===== src/rtl/sweep_pkg.sv =====
// Shared types and constants for the truth-table sweeper: FSM states, row geometry
// and the mapping from a row number to its truth-table bit.
package sweep_pkg;

  localparam int unsigned N_IN   = 3;
  localparam int unsigned N_ROWS = 8;
  localparam int unsigned ROW_W  = $clog2(N_ROWS);

  typedef enum logic [1:0] {
    IDLE,
    SETTLE,
    SAMPLE,
    DONE
  } state_t;

  // Row 0 lands in the MSB of the table, row 7 in the LSB.
  function automatic logic [ROW_W-1:0] row_bit(input logic [ROW_W-1:0] r);
    return ROW_W'(N_ROWS - 1) - r;
  endfunction

endpackage


===== src/rtl/sync2.sv =====
// Two-flop synchroniser for a single asynchronous input bit.
module sync2 (
  input  logic clk,
  input  logic rst,
  input  logic d,
  output logic q
);

  logic meta;

  always_ff @(posedge clk or posedge rst) begin
    if (rst) begin
      meta <= 1'b0;
      q    <= 1'b0;
    end else begin
      meta <= d;
      q    <= meta;
    end
  end

endmodule


===== src/rtl/truth_table_sweeper.sv =====
// Drives all rows of a 3-input netlist, samples its synchronised output per row,
// and reports the observed truth table against an expected code.
module truth_table_sweeper
  import sweep_pkg::*;
#(
  parameter int unsigned       SETTLE_CYCLES = 4,
  parameter logic [N_ROWS-1:0] EXPECTED      = 8'h16
) (
  input  logic              clk,
  input  logic              rst,
  input  logic              start,
  input  logic              dut_out,
  output logic              in1,
  output logic              in2,
  output logic              in3,
  output logic              busy,
  output logic              done,
  output logic [N_ROWS-1:0] truth_table,
  output logic              pass,
  output logic [N_ROWS-1:0] mismatch
);

  localparam int unsigned      CNT_W    = $clog2(SETTLE_CYCLES);
  localparam logic [CNT_W-1:0] CNT_LOAD = CNT_W'(SETTLE_CYCLES - 1);
  localparam logic [ROW_W-1:0] LAST_ROW = ROW_W'(N_ROWS - 1);

  // Fewer than 3 settle cycles leaves no time for the netlist after sync latency.
  if (SETTLE_CYCLES < 3) begin : g_bad_settle
    $error("truth_table_sweeper: SETTLE_CYCLES must be at least 3");
  end

  state_t            state;
  logic [ROW_W-1:0]  row;
  logic [CNT_W-1:0]  cnt;
  logic              dut_sync;
  logic [N_ROWS-1:0] table_upd;

  sync2 u_sync (
    .clk (clk),
    .rst (rst),
    .d   (dut_out),
    .q   (dut_sync)
  );

  // Table with the current row's sample merged in; committed on the SAMPLE edge.
  always_comb begin
    table_upd                = truth_table;
    table_upd[row_bit(row)]  = dut_sync;
  end

  always_ff @(posedge clk or posedge rst) begin
    if (rst) begin
      state         <= IDLE;
      row           <= '0;
      cnt           <= '0;
      {in1,in2,in3} <= '0;
      busy          <= 1'b0;
      done          <= 1'b0;
      truth_table   <= '0;
      pass          <= 1'b0;
      mismatch      <= '0;
    end else begin
      case (state)
        IDLE, DONE: begin
          if (start) begin
            state         <= SETTLE;
            row           <= '0;
            cnt           <= CNT_LOAD;
            {in1,in2,in3} <= '0;
            busy          <= 1'b1;
            done          <= 1'b0;
            truth_table   <= '0;
            pass          <= 1'b0;
            mismatch      <= '0;
          end
        end
        SETTLE: begin
          if (cnt == '0) state <= SAMPLE;
          else           cnt   <= cnt - CNT_W'(1);
        end
        SAMPLE: begin
          truth_table <= table_upd;
          if (row == LAST_ROW) begin
            state    <= DONE;
            busy     <= 1'b0;
            done     <= 1'b1;
            pass     <= (table_upd == EXPECTED);
            mismatch <= table_upd ^ EXPECTED;
          end else begin
            state         <= SETTLE;
            row           <= row + ROW_W'(1);
            {in1,in2,in3} <= row + ROW_W'(1);
            cnt           <= CNT_LOAD;
          end
        end
        default: state <= IDLE;
      endcase
    end
  end

endmodule

===== config.mk =====
export PLATFORM = sky130hd
export DESIGN_NAME = truth_table_sweeper
export DESIGN_NICKNAME = d
export VERILOG_FILES = /design/src/rtl/sweep_pkg.sv /design/src/rtl/sync2.sv /design/src/rtl/truth_table_sweeper.sv
export SDC_FILE = /design/constraint.sdc
export NUM_CORES = 1
export LEC_CHECK = 0
export CAP_MARGIN = 40
export CORE_ASPECT_RATIO = 1.75
export CORE_UTILIZATION = 56
export DETAILED_ROUTE_END_ITERATION = 12
export PLACE_DENSITY = 0.93
export SKIP_LAST_GASP = 1
export SLEW_MARGIN = 5
export SYNTH_ARGS = -nofsm -noshare
export SYNTH_HDL_FRONTEND = slang
export SYNTH_SLANG_ARGS = --single-unit

===== constraint.sdc =====
create_clock -name clk -period 4.3 [get_ports clk]
set_clock_uncertainty 0.15 [all_clocks]
set_input_delay 0.86 -clock clk [delete_from_list [all_inputs] [get_ports clk]]
set_output_delay 0.86 -clock clk [all_outputs]
set_load 0.02 [all_outputs]

==> impl_results.md <==
* Status: completed
* Period utilization at between 60% and 70%
* GPL Wtd Cong at 0.8635
* Max incr delay on CP at around 0.7 ns
* Gate power share at 29.1%
* Synth Area in Simple Gates at 21.49%
* Cells after Synth at roughly 160
* Clock sinks at 28
* Number of max-cap violations at 0
* Slew HR at a little under half
* Commonest non-fill, non-tap cell in the layout: dfrtp_1
* Cell-internal power at 483.6 µW
* Vias in the first global route at 1283
* Row count at 24
* # hold bufs at CTS at 0
* Syn_area_per_cell at about 9.6 µm²
* Net count, final at approximately 190
* Min-delay worst type: reg -> reg
* Worst VDD drop at about 0.4 mV
* Total Wirelength at approximately 3700 µm
* CP Cell Sequence: clkdlybuf4s50_1
* Clock tree buffer depth at 2
* Critical path launch point type: flip-flop
* Largest family of logic cells by synthesized area: simple AND/OR/NAND/NOR gates
* Clock latency on the worst-skew pair at 0.28 ns
* RSZ-0062 raised after global routing: no
* Top FF cell, synth: dfrtp_1
* Register area share after synthesis at 45.23%
* Clk network pwr share at roughly 29%
* Setup_tns at 0 ns
* Required time of the critical path at around 3.3 ns
* Number of distinct library cells after synthesis at 41
* Syn. warnings at 0
* Fmax at between 300 and 400 MHz
* Slowest CP cell: clkdlybuf4s50_1
* Initial Utilization at between 60 and 70%
* Setup CP Type: reg -> out
* Post-CTS sizing at 0
* Kind of cell adding the most delay to the critical path: buffers and inverters
* First-pass GRT wire length at about 6000 µm
* Area Growth Syn to Fin at 21.08%
* Mux contribution to synthesized area at under 10%
* # fillers at about 170
* CTS tree: yes
* CORE AREA at 0.002552 mm²
* Adder-Cell Fraction of Synth Area at under 10%
* Routed vias at about 1300
* Mapped cell area at 0.001549 mm²
* Crit Path Max Fanout at 21
* WL/cell at between 15 and 20 µm
* GRT Resource Usage Total at 26.44%
* Tmin final at around 2.7 ns
* Crit path buffers/inverters at 1
* Setup crit end kind: primary output
* Placed insts at 203
* Commonest cells after routing, fill and taps aside: 28 x dfrtp_1, 25 x clkdlybuf4s50_1, 22 x nand2_1
* Final Hold Vio Count at 0
* Max-slew violations at 0
* Finish-stage setup viols at 0
* EDFF count, synth at 0
* Setup Fix Bufs, Post-CTS at 0
* Htree depth at 1
* Top Ports at 26
* Synthesized flop and latch total at 28
* Sw Share at approximately 34%
* Layout Cells excl Fill at 207
* Initial antenna violation count at 0
* CTS clk-pin slew, worst paths at 0.10 ns
* Critical path arrival at about 1.7 ns
* Synth async-reset ratio at 100.0%
* Largest net degree at the start of global routing at 22
* Share of cells above drive strength 1 at under 10%
* Iteration-0 DRC Markers at 39
* Worst slew pin tran at approximately 0.77 ns
* Switching power at around 240 µW
* Die outline area at 0.002989 mm²
* Seq pwr share at between 40% and 50%
* Pwr per Cell Area at 388.2 mW/mm²
* Antenna Diode Count at 0
* DRC at 0
* Total grt overflow at 0
* First-pass iteration count of the detailed router at 4
* Syn Nets at around 170
* Port buffer count at 25
* Antenna Nets Post-Route at 0
* Post-DP HPWL at about 2600 µm
* Leakage at around 0.82 nW
* Die Y at roughly 72 µm
* XOR/XNOR Fraction of Synth Area at 0%
* Die Width at approximately 42 µm
* Post-synthesis compound-gate area fraction at between 10% and 20%
* Root Driver: clkbuf_8
* Via/cell ratio at 6.179
* CTS Buf Count at 3
==> through the flow <==
stage	hold WS, ns	area (µm²)	utilization, %	total power [mW]	worst slack, ns
2_1_floorplan	0.1812	1549	-	0.4728	2.272
3_3_place_gp	0.1826	1777	69.61	0.5025	1.752
3_5_place_dp	0.1977	1804	70.69	0.5188	1.659
4_1_cts	0.2188	1876	73.48	0.7285	1.569
5_1_grt	0.2211	1876	73.48	0.7597	1.514
6_report	0.2222	1876	73.48	0.7280	1.590
==> registers in the layout (all words and copies together), names as in the netlist <==
register and cells:
mismatch 8, truth_table 8, row 3, cnt 2, state 2, busy 1
done 1, pass 1, u_sync.meta 1, u_sync.q 1
==> power groups by stage <==
stage	clock network (mW)	registers (mW)	logic [mW]
after floorplan	0	0.306	0.166
after global placement	0	0.309	0.193
after detailed placement	0	0.313	0.206
after CTS	0.211	0.308	0.210
after global routing	0.216	0.310	0.234
final	0.209	0.308	0.212
==> synthesized netlist by cell type, drive strengths merged, types with 4 or more instances <==
| library cell | number | share of area [%] |
|---|---|---|
| a21oi | 5 | 1.6 |
| buf | 5 | 2.3 |
| dfrtp | 28 | 45 |
| mux2i | 8 | 5.2 |
| ha | 6 | 4.8 |
| nand2 | 22 | 5.3 |
| nand3 | 6 | 1.9 |
| clkbuf | 5 | 1.2 |
| o21ai | 18 | 5.8 |
| nor2 | 4 | 0.97 |
| inv | 11 | 2.7 |
| nand2b | 5 | 2.0 |
==> worst paths after layout <==
path,slack (ns),end,cells after the start,startpoint
min in group asynchronous,0.69,truth_table[0]$_DFFE_PP0P_,2,rst
setup reg to reg,2.03,pass$_DFFE_PP0P_,6,row[1]$_DFFE_PP0P_
hold / removal,0.22,u_sync.q$_DFF_PP0_,0,u_sync.meta$_DFF_PP0_
max in group asynchronous,2.88,mismatch[5]$_DFFE_PP0P_,3,rst
hold reg to reg,0.22,u_sync.q$_DFF_PP0_,0,u_sync.meta$_DFF_PP0_
setup / recovery,1.59,in1,1,row[2]$_DFFE_PP0P_
==> layout make-up <==
cell class / count / area [µm²] / share of cell area [%]
clock buffers: 3 / 41.29 / 2.201
repair buffers: 26 / 277.8 / 14.81
well taps: 26 / 32.53 / 1.734
clock inverters: 1 / 30.03 / 1.601
flip-flops and latches: 28 / 700.7 / 37.36
multi-input cells: 112 / 752.0 / 40.09
inverters: 11 / 41.29 / 2.201
==> kinds of logic (layout without fill, tap and decap cells) <==
| logic type | Yosys count | in the layout |
|---|---|---|
| AOI/OAI and AO/OA | 40 | 40 |
| adders and majority gates | 6 | 6 |
| buffers and inverters | 21 | 41 |
| DFF | 28 | 28 |
| muxes | 8 | 8 |
| and+or+nand+nor | 58 | 58 |
==> metal layers <==
metal | track usage [%] | up-vias | wire length, µm
met1 | 29.93 | 617 | 1447
li1 | - | 609 | -
met3 | 2.771 | 9 | 121
met4 | 14.70 | 0 | 101
met5 | 0 | - | 0
met2 | 47.40 | 44 | 2028
No activity file was read; power rests on OpenSTA's default activity.
